===== config.mk =====
export PLATFORM = sky130hd
export DESIGN_NAME = q2_panel
export DESIGN_NICKNAME = d
export VERILOG_FILES = /design/src/rtl/q2_panel_pkg.sv /design/src/rtl/q2_debounce.sv /design/src/rtl/q2_panel.sv
export SDC_FILE = /design/constraint.sdc
export NUM_CORES = 1
export LEC_CHECK = 0
export CAP_MARGIN = 20
export CORE_ASPECT_RATIO = 0.6
export CORE_UTILIZATION = 50
export CTS_CLUSTER_DIAMETER = 80
export CTS_CLUSTER_SIZE = 24
export DETAILED_ROUTE_END_ITERATION = 16
export PLACE_DENSITY = 0.75
export SYNTH_ARGS = -nofsm -noshare
export SYNTH_HDL_FRONTEND = slang
export SYNTH_SLANG_ARGS = --single-unit

===== constraint.sdc =====
create_clock -name clk -period 1.55 [get_ports clk]
set_input_delay 0.31 -clock clk [delete_from_list [all_inputs] [get_ports clk]]
set_output_delay 0.31 -clock clk [all_outputs]
set_load 0.05 [all_outputs]

===== src/rtl/q2_panel_pkg.sv =====
// Shared definitions for the q2_panel front-panel conditioner.
// Provides the sequencer state type, button indices and parameter defaults.
package q2_panel_pkg;

  localparam int unsigned DefDebTicks = 1000;
  localparam int unsigned DefDebCount = 4;
  localparam int unsigned DefPulseW   = 4;

  // Bit positions of the momentary buttons in the internal button vector
  localparam int unsigned BtnDep   = 0;
  localparam int unsigned BtnIncp  = 1;
  localparam int unsigned BtnStart = 2;
  localparam int unsigned BtnStop  = 3;
  localparam int unsigned NumBtn   = 4;

  typedef enum logic [2:0] {
    StIdle,
    StDep,
    StIncp,
    StGap,
    StWaitRel
  } seq_state_e;

endpackage


===== src/rtl/q2_debounce.sv =====
// Single-button conditioner: 2-flop synchronizer, tick-sampled agreement
// counter and debounced level.
// Ports: clk_i, rst_ni (async, active-low), tick_i (shared prescaler tick),
//        raw_i (raw button), level_o (debounced level), rise_o (one-clock
//        pulse coincident with the level going high).
module q2_debounce
  import q2_panel_pkg::*;
#(
  parameter int unsigned DEB_COUNT = DefDebCount
) (
  input  logic clk_i,
  input  logic rst_ni,
  input  logic tick_i,
  input  logic raw_i,
  output logic level_o,
  output logic rise_o
);

  localparam int unsigned       CntW    = (DEB_COUNT > 1) ? $clog2(DEB_COUNT) : 1;
  localparam logic [CntW-1:0]   CntLast = CntW'(DEB_COUNT - 1);

  logic            sync1_q, sync2_q;
  logic [CntW-1:0] cnt_q, cnt_d;
  logic            level_q, level_d;
  logic            rise_q, rise_d;

  always_comb begin
    cnt_d   = cnt_q;
    level_d = level_q;
    rise_d  = 1'b0;
    if (tick_i) begin
      if (sync2_q != level_q) begin
        // Counter holds DEB_COUNT-1 on the tick that completes the run
        if (cnt_q == CntLast) begin
          level_d = ~level_q;
          cnt_d   = '0;
          rise_d  = ~level_q;
        end else begin
          cnt_d = cnt_q + CntW'(1);
        end
      end else begin
        cnt_d = '0;
      end
    end
  end

  always_ff @(posedge clk_i or negedge rst_ni) begin
    if (!rst_ni) begin
      sync1_q <= 1'b0;
      sync2_q <= 1'b0;
      cnt_q   <= '0;
      level_q <= 1'b0;
      rise_q  <= 1'b0;
    end else begin
      sync1_q <= raw_i;
      sync2_q <= sync1_q;
      cnt_q   <= cnt_d;
      level_q <= level_d;
      rise_q  <= rise_d;
    end
  end

  assign level_o = level_q;
  assign rise_o  = rise_q;

endmodule


===== src/rtl/q2_panel.sv =====
// Front-panel conditioner: synchronizes switches, debounces four buttons and
// sequences clean deposit / increment-PC pulses plus start / stop pulses.
// Ports: clk, rst (async, active-low), sw_raw[11:0], incp_raw, dep_raw,
//        start_raw, stop_raw (raw inputs); sw[11:0] (switch word, frozen while
//        busy), incp_sw, dep_sw, start_sw, stop_sw (PULSE_W-clock pulses),
//        busy (sequencer not idle). All outputs are registered.
module q2_panel
  import q2_panel_pkg::*;
#(
  parameter int unsigned DEB_TICKS = DefDebTicks,
  parameter int unsigned DEB_COUNT = DefDebCount,
  parameter int unsigned PULSE_W   = DefPulseW
) (
  input  logic        clk,
  input  logic        rst,
  input  logic [11:0] sw_raw,
  input  logic        incp_raw,
  input  logic        dep_raw,
  input  logic        start_raw,
  input  logic        stop_raw,
  output logic [11:0] sw,
  output logic        incp_sw,
  output logic        dep_sw,
  output logic        start_sw,
  output logic        stop_sw,
  output logic        busy
);

  localparam int unsigned     PreW    = (DEB_TICKS > 1) ? $clog2(DEB_TICKS) : 1;
  localparam int unsigned     PwW     = (PULSE_W > 1) ? $clog2(PULSE_W) : 1;
  localparam logic [PreW-1:0] PreLast = PreW'(DEB_TICKS - 1);
  localparam logic [PwW-1:0]  PwLast  = PwW'(PULSE_W - 1);

  logic [PreW-1:0]   pre_q, pre_d;
  logic              tick;
  logic [NumBtn-1:0] btn_raw, btn_level, btn_rise;
  logic              unused_level;

  logic [11:0] sw_sync1_q, sw_sync2_q, sw_q, sw_d;
  seq_state_e  state_q, state_d;
  logic [PwW-1:0] pcnt_q, pcnt_d;
  logic        pend_q, pend_d;
  logic        dep_sw_q, dep_sw_d, incp_sw_q, incp_sw_d, busy_q, busy_d;
  logic        start_q, start_d, stop_q, stop_d;
  logic [PwW-1:0] start_cnt_q, start_cnt_d, stop_cnt_q, stop_cnt_d;
  logic        start_fire, stop_fire;

  // Shared prescaler
  assign tick  = (pre_q == PreLast);
  assign pre_d = tick ? '0 : pre_q + PreW'(1);

  assign btn_raw = {stop_raw, start_raw, incp_raw, dep_raw};

  for (genvar i = 0; i < NumBtn; i++) begin : g_btn
    q2_debounce #(
      .DEB_COUNT(DEB_COUNT)
    ) u_deb (
      .clk_i  (clk),
      .rst_ni (rst),
      .tick_i (tick),
      .raw_i  (btn_raw[i]),
      .level_o(btn_level[i]),
      .rise_o (btn_rise[i])
    );
  end

  // start/stop levels are not needed; only their edges matter
  assign unused_level = ^btn_level[BtnStop:BtnStart];

  // Deposit / increment-PC sequencer
  always_comb begin
    state_d = state_q;
    pcnt_d  = pcnt_q;
    pend_d  = pend_q;
    unique case (state_q)
      StIdle: begin
        if (btn_rise[BtnDep]) begin
          state_d = StDep;
          pcnt_d  = '0;
          pend_d  = btn_rise[BtnIncp];
        end else if (btn_rise[BtnIncp]) begin
          state_d = StIncp;
          pcnt_d  = '0;
        end
      end
      StDep, StIncp: begin
        if (pcnt_q == PwLast) begin
          state_d = StGap;
          pcnt_d  = '0;
        end else begin
          pcnt_d = pcnt_q + PwW'(1);
        end
      end
      StGap: begin
        if (pcnt_q == PwLast) begin
          pcnt_d = '0;
          if (pend_q) begin
            state_d = StIncp;
            pend_d  = 1'b0;
          end else begin
            state_d = StWaitRel;
          end
        end else begin
          pcnt_d = pcnt_q + PwW'(1);
        end
      end
      StWaitRel: begin
        if (!btn_level[BtnDep] && !btn_level[BtnIncp]) begin
          state_d = StIdle;
        end
      end
      default: state_d = StIdle;
    endcase

    // Outputs follow the next state so they line up with the state register
    dep_sw_d  = (state_d == StDep);
    incp_sw_d = (state_d == StIncp);
    busy_d    = (state_d != StIdle);
    sw_d      = (state_q == StIdle) ? sw_sync2_q : sw_q;
  end

  // Independent start / stop pulse generators; stop has priority over start
  always_comb begin
    stop_fire  = btn_rise[BtnStop] & ~stop_q;
    start_fire = btn_rise[BtnStart] & ~start_q & ~btn_rise[BtnStop];

    start_d     = start_q;
    start_cnt_d = start_cnt_q;
    if (start_q) begin
      if (start_cnt_q == PwLast) begin
        start_d = 1'b0;
      end else begin
        start_cnt_d = start_cnt_q + PwW'(1);
      end
    end
    if (start_fire) begin
      start_d     = 1'b1;
      start_cnt_d = '0;
    end
    if (stop_fire) begin
      start_d = 1'b0;
    end

    stop_d     = stop_q;
    stop_cnt_d = stop_cnt_q;
    if (stop_q) begin
      if (stop_cnt_q == PwLast) begin
        stop_d = 1'b0;
      end else begin
        stop_cnt_d = stop_cnt_q + PwW'(1);
      end
    end
    if (stop_fire) begin
      stop_d     = 1'b1;
      stop_cnt_d = '0;
    end
  end

  always_ff @(posedge clk or negedge rst) begin
    if (!rst) begin
      pre_q       <= '0;
      sw_sync1_q  <= '0;
      sw_sync2_q  <= '0;
      sw_q        <= '0;
      state_q     <= StIdle;
      pcnt_q      <= '0;
      pend_q      <= 1'b0;
      dep_sw_q    <= 1'b0;
      incp_sw_q   <= 1'b0;
      busy_q      <= 1'b0;
      start_q     <= 1'b0;
      start_cnt_q <= '0;
      stop_q      <= 1'b0;
      stop_cnt_q  <= '0;
    end else begin
      pre_q       <= pre_d;
      sw_sync1_q  <= sw_raw;
      sw_sync2_q  <= sw_sync1_q;
      sw_q        <= sw_d;
      state_q     <= state_d;
      pcnt_q      <= pcnt_d;
      pend_q      <= pend_d;
      dep_sw_q    <= dep_sw_d;
      incp_sw_q   <= incp_sw_d;
      busy_q      <= busy_d;
      start_q     <= start_d;
      start_cnt_q <= start_cnt_d;
      stop_q      <= stop_d;
      stop_cnt_q  <= stop_cnt_d;
    end
  end

  assign sw       = sw_q;
  assign dep_sw   = dep_sw_q;
  assign incp_sw  = incp_sw_q;
  assign busy     = busy_q;
  assign start_sw = start_q;
  assign stop_sw  = stop_q;

endmodule

==> results of run 1 <==
state kept, by name (all words and copies together), names as in the netlist, 2 cells and up:
name / cells
g_btn.u_deb.sync1_q: 4
g_btn.u_deb.level_o: 4
pcnt_q: 2
pre_q: 10
start_cnt_q: 2
g_btn.u_deb.cnt_q: 8
stop_cnt_q: 2
sw_sync1_q: 12
g_btn.u_deb.rise_o: 4
state_q: 3
sw: 12
sw_sync2_q: 12
g_btn.u_deb.sync2_q: 4
worst paths after layout:
path / slack, ps / depth (start not counted) / to / from
max in group asynchronous: 640 / 3 / g_btn[0].u_deb.sync1_q$_DFF_PN0_ / rst
hold reg to reg: 350 / 0 / sw_sync2_q[2]$_DFF_PN0_ / sw_sync1_q[2]$_DFF_PN0_
min in group asynchronous: 380 / 2 / g_btn[0].u_deb.level_o$_DFFE_PN0P_ / rst
setup reg to reg: -50 / 5 / g_btn[2].u_deb.level_o$_DFFE_PN0P_ / pre_q[0]$_DFF_PN0_
setup / recovery: -50 / 5 / g_btn[2].u_deb.level_o$_DFFE_PN0P_ / pre_q[0]$_DFF_PN0_
hold / removal: 350 / 0 / sw_sync2_q[2]$_DFF_PN0_ / sw_sync1_q[2]$_DFF_PN0_
cell usage after synthesis, types with 3 or more instances:
master and n:
sky130_fd_sc_hd__dfrtp_1 85, sky130_fd_sc_hd__mux2_2 26, sky130_fd_sc_hd__inv_1 6, sky130_fd_sc_hd__ha_1 9
sky130_fd_sc_hd__nor4_1 5, sky130_fd_sc_hd__nor2b_1 5, sky130_fd_sc_hd__or3_1 5, sky130_fd_sc_hd__nor2_1 4
sky130_fd_sc_hd__nand2b_1 3, sky130_fd_sc_hd__nand3_1 6, sky130_fd_sc_hd__a22o_1 3, sky130_fd_sc_hd__nand2_1 9
sky130_fd_sc_hd__nor3_1 6, sky130_fd_sc_hd__o21ai_0 10, sky130_fd_sc_hd__and4b_1 5, sky130_fd_sc_hd__o31ai_1 3
sky130_fd_sc_hd__xnor2_1 8, sky130_fd_sc_hd__buf_2 3, sky130_fd_sc_hd__a21oi_1 5, sky130_fd_sc_hd__buf_4 3
where the power goes:
| part | total [mW] | switching, mW | internal, mW |
|---|---|---|---|
| clock | 1.52 | 0.886 | 0.635 |
| combinational | 0.246 | 0.122 | 0.124 |
| sequential | 2.31 | 0.0338 | 2.27 |
layout make-up:
type / count / area, um^2
flip-flops and latches: 85 / 2130
fillers: 406 / 1732
multi-input cells: 132 / 1205
repair buffers: 65 / 803.3
clock buffers: 9 / 123.9
well taps: 84 / 105.1
clock inverters: 7 / 72.57
inverters: 6 / 22.52
kinds of logic (layout without fill, tap and decap cells):
kind of cell             Yosys count  after routing
AND/OR/NAND/NOR                   59             59
flip-flops                        85             85
AO/OA/AOI/OAI                     28             28
XOR/XNOR                          10             10
adder cells (fa/ha/maj)            9              9
buffers and inverters             13             87
multiplexers                      26             26
layer usage:
| metal | up-vias | GRT usage (%) | share of wire (%) |
|---|---|---|---|
| met4 | 0 | 6.250 | 0.68 |
| met3 | 7 | 6.237 | 4.4 |
| met5 | - | 0 | 0 |
| met1 | 1018 | 28.42 | 50 |
| met2 | 47 | 26.95 | 45 |
| li1 | 967 | - | - |
timing repair:
item / CTS / global route
pin swaps: 2 / 3
hold buffers: 1 / 0
endpoints found under the hold margin: 18 / 0
resized for setup: 10 / 22
endpoints found under the setup margin: 12 / 21
buffers inserted: 5 / 4
stage by stage:
stage	total power, mW	hold slack [ps]	worst slack, ps	TNS, ps	util (%)
floorplan	2.413	14.41	-44.47	-355.7	-
global placement	2.593	224.3	-10.05	-22.28	65.17
detailed placement	2.598	226.1	-135.0	-573.0	65.17
CTS	4.114	356.6	-18.94	-48.80	70.08
global route	4.240	356.0	-90.66	-1019	72.04
finish	4.073	354.8	-49.77	-223.9	72.04
==> load_flow_metrics.sql, run 1 <==
INSERT INTO impl_metrics (metric_group, metric, value, unit) VALUES
('clocking', 'clk_latency', '360', 'ps'),
('logic_synthesis', 'cell_area_after_technology_mapping', '3259', 'um^2'),
('detailed_routing', 'detail_route.iter0.violations', '63', ''),
('worst_setup_path', 'ordered_list_of_cells_on_the_worst_path', 'ha_4, nand4b_4, buf_6, nor4_4, mux2_4', ''),
('floorplanning', 'die_w', '106.2', 'um'),
('logic_synthesis', 'synth_xor_area_share', '2.687', '%'),
('timing', 'setup-violations-final', '9', ''),
('global_routing', 'pin_count_of_the_biggest_net_entering_global_routing', '29', ''),
('floorplanning', 'initial_utilization', '52.63', '%'),
('timing', 'rsz0062_at_grt', 'yes', ''),
('detailed_routing', 'route.vias.total', '2039', ''),
('worst_setup_path', 'setup.worst_path.class', 'reg -> reg', ''),
('worst_setup_path', 'timing.critical_path.max_delay_family', 'simple AND/OR/NAND/NOR gates', ''),
('timing', 'final.setup_skew', '11.31', 'ps'),
('pwr', 'p_leak', '2.025', 'nW'),
('detailed_routing', 'detail_route.drc_violations', '0', ''),
('outcome', 'violations', 'negative setup slack', ''),
('layout', 'stdcell_area', '4462', 'um^2'),
('detailed_routing', 'dr.pass1.iters', '4', ''),
('layout', 'layout-drive-gt1-share', '35.53', '%'),
('clocking', 'numCtsBuffers', '9', ''),
('timing', 'final_period_minus_worst_setup_slack', '1600', 'ps'),
('detailed_routing', 'routed_wire_length_per_instance', '15.18', 'um'),
('outcome', 'run_status', 'finished with violations', ''),
('logic_synthesis', 'yosys.area_share.simple', '11.79', '%'),
('layout', 'num_antenna_cells', '0', ''),
('timing', 'final-hold-violation-count', '0', ''),
('detailed_routing', 'via_per_inst', '5.255', ''),
('placement', 'port_buffers', '34', ''),
('clocking', 'cts.htree.levels', '3', ''),
('floorplanning', 'floorplan.core_area', '6193', 'um^2'),
('timing', 'drv_slew', '0', ''),
('worst_setup_path', 'critical_path.n_buffers_inverters', '1', ''),
('timing', 'layout_worst_path_cycle_share', '103.2', '%'),
('placement', 'dp.cells', '362', ''),
('logic_synthesis', 'post_synth_num_cell_types', '37', ''),
('floorplanning', 'ios', '35', ''),
('floorplanning', 'fp.dieArea', '6856', 'um^2'),
('logic_synthesis', 'synth-adder-area-share', '3.455', '%'),
('logic_synthesis', 'synth_compound_gate_area_share', '5.643', '%'),
('logic_synthesis', 'syn-num-nets', '257', ''),
('logic_synthesis', 'yosysWarnings', '0', ''),
('clocking', 'numClockSinks', '85', ''),
('global_routing', 'grt_pass1_wl', '9894', 'um'),
('hold_path', 'hold_class', 'reg -> reg', ''),
('clocking', 'cts-root-to-sink-buffers', '2', ''),
('clocking', 'cts_tree', 'built', ''),
('logic_synthesis', 'yosys-mux-area-fraction', '8.983', '%'),
('logic_synthesis', 'ys_dominant_reg_cell', 'sky130_fd_sc_hd__dfrtp_1', ''),
('global_routing', 'grt_use_total', '19.26', '%'),
('worst_setup_path', 'worst_ep_required_time', '1800', 'ps'),
('logic_synthesis', 'synth_top_family_by_area', 'simple AND/OR/NAND/NOR gates', ''),
('logic_synthesis', 'synth_cells', '230', ''),
('layout', 'synthToLayoutAreaGrowth', '36.89', '%'),
('logic_synthesis', 'sequential_cell_area_fraction_in_the_yosys_report', '65.26', '%'),
('worst_setup_path', 'critical_path_peak_fanout', '4', ''),
('global_routing', 'grt_antenna_before_repair', '0', ''),
('timing', 'relSlewSlack', '67.60', '%'),
('worst_setup_path', 'arrival_time_reported_for_the_critical_path_endpoint', '1850', 'ps'),
('timing', 'layout_setup_ws', '-49.77', 'ps'),
('layout', 'final_common_cell', 'sky130_fd_sc_hd__dfrtp_1', ''),
('logic_synthesis', 'number_of_enable_flip_flop_cells_after_synthesis', '0', ''),
('logic_synthesis', 'synth.ff_latch_count', '85', ''),
('placement', 'dpl_cell_area', '4036', 'um^2'),
('pwr', 'pwr_dens', '912.9', 'nW/um^2'),
('logic_synthesis', 'synthesis.area_per_instance', '14.17', 'um^2'),
('worst_setup_path', 'critical-path-max-stage-delay', '410', 'ps'),
('floorplanning', 'floorplan.rows', '22', ''),
('placement', 'routability_cong', '0.8090', ''),
('flow_run', 'number_of_violations_of_the_max_capacitance_limit', '0', ''),
('layout', 'finalNonFillerCells', '388', '');
Power figures use the tool's default switching activity.
==> run 2: changes to the inputs <==
Settings changed: CORE_UTILIZATION 50 to 35, PLACE_DENSITY 0.75 to unset.
==> run 2 against run 1 <==
Compared with the run above:
- the run ends with negative hold slack, negative setup slack left
- register-to-register slack barely moved
- worst setup slack improved by 3.8 ps
- non-clock buffer count fell by 10
- clock skew fell by 8.5 ps
- routed wire length fell by 5.1%
- sequential cell count did not move
- largest power group unchanged
- largest cell class unchanged
- critical path depth did not move
==> load_flow_metrics.sql, run 2 (synthesis results as in run 1) <==
INSERT INTO impl_metrics (metric_group, metric, value, unit) VALUES
('pwr', 'power.internal', '3.588', 'mW'),
('pwr', 'sequentialPowerShare', '51.1', '%'),
('floorplanning', 'fp.dieArea', '9715', 'um^2'),
('worst_setup_path', 'crit-reg2reg-launch', 'pre_q[0]$_DFF_PN0_', ''),
('hold_path', 'hold_class', 'in -> async', ''),
('pwr', 'pwr_dens', '1027', 'nW/um^2'),
('timing', 'worst_slew_pin_slew', '479.9', 'ps'),
('layout', 'multiInputGateArea', '1152', 'um^2'),
('timing', 'layout_worst_path_cycle_share', '103.0', '%'),
('floorplanning', 'floorplan.rows', '26', ''),
('pwr', 'p_clk_share', '44.0', '%'),
('floorplanning', 'floorplan.core_area', '8783', 'um^2'),
('worst_setup_path', 'crit_start', 'pre_q[0]$_DFF_PN0_', ''),
('detailed_routing', 'dr.pass1.iters', '4', ''),
('detailed_routing', 'route.vias.total', '1949', ''),
('global_routing', 'gr-usage-met2', '18.56', '%'),
('clocking', 'cts.htree.levels', '3', ''),
('worst_setup_path', 'worst_ep_required_time', '1760', 'ps'),
('layout', 'layout-drive-gt1-share', '30.72', '%'),
('outcome', 'run_status', 'finished with violations', ''),
('timing', 'relSlewSlack', '67.91', '%'),
('timing', 'timing.fmax', '626.6', 'MHz'),
('detailed_routing', 'detail_route.iter0.violations', '88', ''),
('worst_setup_path', 'critPathSlowestCell', 'sky130_fd_sc_hd__dfrtp_1', ''),
('layout', 'final_common_cell', 'sky130_fd_sc_hd__dfrtp_1', ''),
('global_routing', 'grt_antenna_before_repair', '0', ''),
('pwr', 'p_leak', '2.020', 'nW'),
('timing', 'final.setup_skew', '2.814', 'ps'),
('placement', 'port_buffers', '34', ''),
('layout', 'num_antenna_cells', '0', ''),
('timing', 'final_period_minus_worst_setup_slack', '1596', 'ps'),
('global_routing', 'met3_usage', '4.327', '%'),
('layout', 'post-route-util', '50.01', '%'),
('worst_setup_path', 'arrival_time_reported_for_the_critical_path_endpoint', '1810', 'ps'),
('detailed_routing', 'routed_wire_length_per_instance', '13.80', 'um'),
('global_routing', 'grt_use_total', '13.36', '%'),
('worst_setup_path', 'critical_path_peak_fanout', '6', ''),
('global_routing', 'pin_count_of_the_biggest_net_entering_global_routing', '86', ''),
('clocking', 'cts_tree', 'built', ''),
('detailed_routing', 'routed_wirelength', '5588', 'um'),
('placement', 'routability_cong', '0.7644', ''),
('detailed_routing', 'final_antenna_net_count', '0', ''),
('clocking', 'cts.root.buffer_cell', 'sky130_fd_sc_hd__clkbuf_16', ''),
('global_routing', 'grt_pass1_wl', '9832', 'um'),
('pwr', 'power.ir.vdd_worst', '0.0005460', 'V'),
('pwr', 'comb_power_share', '4.9', '%'),
('clocking', 'numCtsBuffers', '9', ''),
('floorplanning', 'ios', '35', ''),
('detailed_routing', 'via_per_inst', '4.812', ''),
('clocking', 'cts-root-to-sink-buffers', '2', ''),
('outcome', 'violations', 'negative hold slack, negative setup slack', ''),
('layout', 'nNetsFinal', '316', ''),
('floorplanning', 'initial_utilization', '37.11', '%'),
('placement', 'hpwlAfterDp', '3696', 'um'),
('clocking', 'clk_latency', '330', 'ps'),
('clocking', 'numClockSinks', '85', ''),
('timing', 'setup-violations-final', '10', ''),
('pwr', 'swShare', '20.51', '%'),
('clocking', 'clkSlewWorstSetupHoldPaths', '60', 'ps'),
('floorplanning', 'dieHeight', '76.75', 'um'),
('layout', 'fillCellCount', '751', ''),
('clocking', 'cts-hold-fix-buffers', '0', ''),
('worst_setup_path', 'ordered_list_of_cells_on_the_worst_path', 'ha_4, nand4b_4, nor3_4, buf_6, mux2_4', ''),
('timing', 'drv_slew', '0', ''),
('worst_setup_path', 'critical-path-max-stage-delay', '390', 'ps'),
('timing', 'rsz0062_at_grt', 'yes', ''),
('timing', 'final-hold-violation-count', '10', ''),
('timing', 'hold_slack', '-23.07', 'ps'),
('timing', 'layout_setup_ws', '-45.99', 'ps'),
('global_routing', 'grt-busiest-layer', 'met2', ''),
('layout', 'most_frequent_cells_in_the_layout', 'sky130_fd_sc_hd__dfrtp_1 (85), sky130_fd_sc_hd__mux2_2 (18), sky130_fd_sc_hd__buf_4 (18), sky130_fd_sc_hd__clkdlybuf4s50_1 (16), sky130_fd_sc_hd__buf_12 (16)', ''),
('layout', 'finalNonFillerCells', '405', ''),
('placement', 'dp.cells', '384', ''),
('layout', 'synthToLayoutAreaGrowth', '34.78', '%'),
('global_routing', 'grt_pass1_vias', '1986', ''),
('timing', 'final.setup.tns', '-202.8', 'ps'),
('pwr', 'p_sw', '0.9258', 'mW'),
('global_routing', 'overflow', '0', ''),
('detailed_routing', 'detail_route.drc_violations', '0', ''),
('flow_run', 'number_of_violations_of_the_max_capacitance_limit', '0', ''),
('worst_setup_path', 'worstSetupStartpointType', 'flip-flop', ''),
('floorplanning', 'die_w', '126.6', 'um'),
('global_routing', 'groute.layer.met1.usage', '18.55', '%'),
('layout', 'regArea', '2127', 'um^2'),
('worst_setup_path', 'setup.worst_path.class', 'reg -> reg', ''),
('placement', 'detailedPlace.worstSlack', '-92.05', 'ps'),
('worst_setup_path', 'end_kind', 'flip-flop', '');
==> run 2: metal layers <==
layer | part of all wire (%) | wire length, um
met4 | 1.5 | 86
met2 | 42 | 2366
met1 | 52 | 2918
met5 | 0 | 0
met3 | 3.9 | 216
==> run 2: repair_timing <==
action / in CTS / in global routing
buffers inserted: 1 / 5
gates resized for setup: 12 / 9
pin swaps: 2 / 5
endpoints found under the setup margin: 9 / 20
==> run 2: worst paths after layout <==
check	end	cells after the start	slack, ps
min in group clk	sw_sync2_q[11]$_DFF_PN0_	0	350
hold reg to reg	sw_sync2_q[11]$_DFF_PN0_	0	350
hold / removal	busy$_DFF_PN0_	2	-20
max in group asynchronous	sw[8]$_DFFE_PN0P_	2	1200
setup reg to reg	g_btn[1].u_deb.cnt_q[1]$_DFFE_PN0N_	5	-50
setup / recovery	g_btn[1].u_deb.cnt_q[1]$_DFFE_PN0N_	5	-50
==> run 2: critical path, delay by kind of cell (launching register included) <==
| family | cells | cell delay (ps) |
|---|---|---|
| mux | 1 | 310 |
| buf+inv | 1 | 180 |
| flops | 1 | 390 |
| simple gates | 2 | 430 |
| fa+ha+maj | 1 | 160 |
==> run 2: final cells by class <==
cell class	instances	share of cell area [%]
clock inverters	1	0.1139
multi-input cells	132	26.23
inverters	6	0.5127
repair buffers	55	15.29
flip-flops and latches	85	48.42
clock buffers	14	6.238
well taps	112	3.190
==> run 2: power by group through the flow <==
| stage | logic, mW | registers [mW] | clock network, mW |
|---|---|---|---|
| after floorplan | 0.0212 | 2.39 | 0 |
| after global placement | 0.226 | 2.34 | 0 |
| after detailed placement | 0.229 | 2.35 | 0 |
| after CTS | 0.230 | 2.31 | 2.06 |
| after global routing | 0.240 | 2.31 | 2.14 |
| final | 0.223 | 2.31 | 1.98 |
==> run 2: through the flow <==
step	total power, mW	instance area [um^2]
after global routing	4.697	4393
after global placement	2.570	3976
final	4.513	4393
after CTS	4.593	4310
after detailed placement	2.576	3976
after floorplan	2.413	3272
==> run 3: changes to the inputs <==
Settings changed: CORE_MARGIN set to 3, PLACE_DENSITY set to 0.57.
==> run 3 against run 2 <==
Compared with the run above:
- the run ends with negative setup slack left
- sequential cell count did not move
- worst hold slack improved by 28 ps
- final cell count decreased by 0.25%
- sequential share of layout area rose by 0.25 points
- via count decreased by 0.82%
- register-to-register slack worse by 40 ps
- clock power is 7% lower
- largest power group unchanged
- highest routed layer unchanged
==> load_flow_metrics.sql, run 3 (synthesis results as in run 1) <==
INSERT INTO impl_metrics (metric_group, metric, value, unit) VALUES
('detailed_routing', 'dr.pass1.iters', '3', ''),
('clocking', 'cts.root.buffer_cell', 'sky130_fd_sc_hd__clkbuf_16', ''),
('worst_setup_path', 'critical_path_peak_fanout', '6', ''),
('layout', 'final_common_cell', 'sky130_fd_sc_hd__dfrtp_1', ''),
('worst_setup_path', 'critical_path.n_buffers_inverters', '0', ''),
('timing', 'final-hold-violation-count', '0', ''),
('detailed_routing', 'dr_wl_met3', '239', 'um'),
('floorplanning', 'floorplan.rows', '26', ''),
('detailed_routing', 'final_antenna_net_count', '0', ''),
('hold_path', 'hold_class', 'in -> async', ''),
('floorplanning', 'dieHeight', '80.75', 'um'),
('layout', 'num_antenna_cells', '0', ''),
('timing', 'worst_slew_pin_slew', '485.4', 'ps'),
('timing', 'final.setup.tns', '-278.1', 'ps'),
('outcome', 'violations', 'negative setup slack', ''),
('floorplanning', 'initial_utilization', '37.11', '%'),
('global_routing', 'grt_pass1_wl', '9535', 'um'),
('clocking', 'clkSlewWorstSetupHoldPaths', '60', 'ps'),
('worst_setup_path', 'critical-path-max-stage-delay', '410', 'ps'),
('clocking', 'cts.htree.levels', '3', ''),
('layout', 'layout-drive-gt1-share', '30.82', '%'),
('worst_setup_path', 'timing.critical_path.max_delay_family', 'simple AND/OR/NAND/NOR gates', ''),
('detailed_routing', 'met1Wirelength', '3018', 'um'),
('layout', 'nNetsFinal', '315', ''),
('pwr', 'power.ir.vdd_worst', '0.0005461', 'V'),
('global_routing', 'grt_antenna_before_repair', '0', ''),
('detailed_routing', 'routed_wirelength', '5665', 'um'),
('outcome', 'run_status', 'finished with violations', ''),
('pwr', 'p_leak', '2.007', 'nW'),
('timing', 'setup-violations-final', '10', ''),
('floorplanning', 'die_w', '130.6', 'um'),
('worst_setup_path', 'setup.worst_path.class', 'reg -> reg', ''),
('timing', 'relSlewSlack', '67.54', '%'),
('flow_run', 'number_of_violations_of_the_max_capacitance_limit', '0', ''),
('global_routing', 'pin_count_of_the_biggest_net_entering_global_routing', '86', ''),
('global_routing', 'grt_use_total', '11.74', '%'),
('clocking', 'cts_tree', 'built', ''),
('detailed_routing', 'via_per_inst', '4.785', ''),
('placement', 'hpwlAfterDp', '3632', 'um'),
('detailed_routing', 'route.vias.total', '1933', ''),
('timing', 'layout_setup_ws', '-86.58', 'ps'),
('placement', 'dpl_cell_area', '4014', 'um^2'),
('pwr', 'pwr_dens', '1006', 'nW/um^2'),
('clocking', 'clk_latency', '330', 'ps'),
('floorplanning', 'fp.dieArea', '10540', 'um^2'),
('detailed_routing', 'top_layer', 'met4', ''),
('worst_setup_path', 'arrival_time_reported_for_the_critical_path_endpoint', '1850', 'ps'),
('layout', 'most_frequent_cells_in_the_layout', 'sky130_fd_sc_hd__dfrtp_1 (84), sky130_fd_sc_hd__buf_12 (19), sky130_fd_sc_hd__mux2_2 (18), sky130_fd_sc_hd__buf_4 (17), sky130_fd_sc_hd__clkdlybuf4s50_1 (16)', ''),
('worst_setup_path', 'worstSetupStartpointType', 'flip-flop', ''),
('placement', 'port_buffers', '34', ''),
('floorplanning', 'floorplan.core_area', '8783', 'um^2'),
('global_routing', 'overflow', '0', ''),
('worst_setup_path', 'worst_ep_required_time', '1760', 'ps'),
('clocking', 'numClockSinks', '85', ''),
('clocking', 'numCtsBuffers', '9', ''),
('detailed_routing', 'detail_route.iter0.violations', '99', ''),
('worst_setup_path', 'ordered_list_of_cells_on_the_worst_path', 'ha_4, nand4b_4, nor4_1, mux2_2', ''),
('floorplanning', 'ios', '35', ''),
('layout', 'stdcell_area', '4373', 'um^2'),
('timing', 'drv_slew', '0', ''),
('timing', 'final.setup_skew', '3.750', 'ps'),
('detailed_routing', 'wl_met2', '2379', 'um'),
('worst_setup_path', 'critPathSlowestCell', 'sky130_fd_sc_hd__nor4_1', ''),
('timing', 'layout_worst_path_cycle_share', '105.6', '%'),
('placement', 'routability_cong', '0.7207', ''),
('detailed_routing', 'routed_wire_length_per_instance', '14.02', 'um'),
('timing', 'rsz0062_at_grt', 'yes', ''),
('worst_setup_path', 'end_kind', 'flip-flop', ''),
('clocking', 'cts-root-to-sink-buffers', '2', ''),
('layout', 'synthToLayoutAreaGrowth', '34.16', '%'),
('timing', 'final_period_minus_worst_setup_slack', '1637', 'ps'),
('timing', 'timing.fmax', '611.0', 'MHz'),
('detailed_routing', 'detail_route.drc_violations', '0', ''),
('global_routing', 'grt_pass1_vias', '1936', ''),
('placement', 'detailedPlace.worstSlack', '-38.94', 'ps');
run 3: final timing paths:
kind	slack, ps	end	cells past startpoint	startpoint
setup / recovery	-90	g_btn[3].u_deb.level_o$_DFFE_PN0P_	4	pre_q[1]$_DFF_PN0_
hold / removal	5	pcnt_q[0]$_DFFE_PN0P_	2	rst
setup reg to reg	-90	g_btn[3].u_deb.level_o$_DFFE_PN0P_	4	pre_q[1]$_DFF_PN0_
hold reg to reg	350	sw_sync2_q[0]$_DFF_PN0_	0	sw_sync1_q[0]$_DFF_PN0_
max in group asynchronous	1180	pre_q[2]$_DFF_PN0_	2	rst
min in group clk	350	sw_sync2_q[0]$_DFF_PN0_	0	sw_sync1_q[0]$_DFF_PN0_
run 3: area by class of cell:
cell class                      count  area (um^2)
Inverter                            6        22.52
Clock inverter                      4        26.28
Tap cell                          112        140.1
Multi-Input combinational cell    132         1132
Fill cell                         779         4410
Sequential cell                    85         2128
Timing Repair Buffer               54        690.7
Clock buffer                       11        232.7
run 3: per-layer routing:
layer | vias up | global-route usage (%)
met5 | - | 0
met3 | 4 | 5.519
met2 | 30 | 15.56
li1 | 943 | -
met1 | 956 | 17.15
met4 | 0 | 3.080
run 3: report_power, final:
| part | switching, mW | internal, mW | total (mW) |
|---|---|---|---|
| clock | 0.782 | 1.07 | 1.85 |
| sequential | 0.0308 | 2.28 | 2.31 |
| combinational | 0.120 | 0.118 | 0.238 |
run 3: per-stage QoR:
stage / hold WS [ps] / power [mW] / cells / utilization, %
2_1_floorplan: 14.41 / 2.413 / 230 / -
3_3_place_gp: 332.8 / 2.589 / 384 / 45.70
3_5_place_dp: 334.7 / 2.591 / 384 / 45.70
4_1_cts: 25.14 / 4.482 / 401 / 48.99
5_1_grt: 28.73 / 4.596 / 404 / 49.79
6_report: 5.041 / 4.401 / 404 / 49.79
run 3: what timing repair did:
item / CTS / global route
setup endpoints to repair: 9 / 15
buffers inserted: 2 / 3
pin swaps: 2 / 3
hold buffers: 0 / 0
gates resized for setup: 4 / 12
hold endpoints to repair: 0 / 0
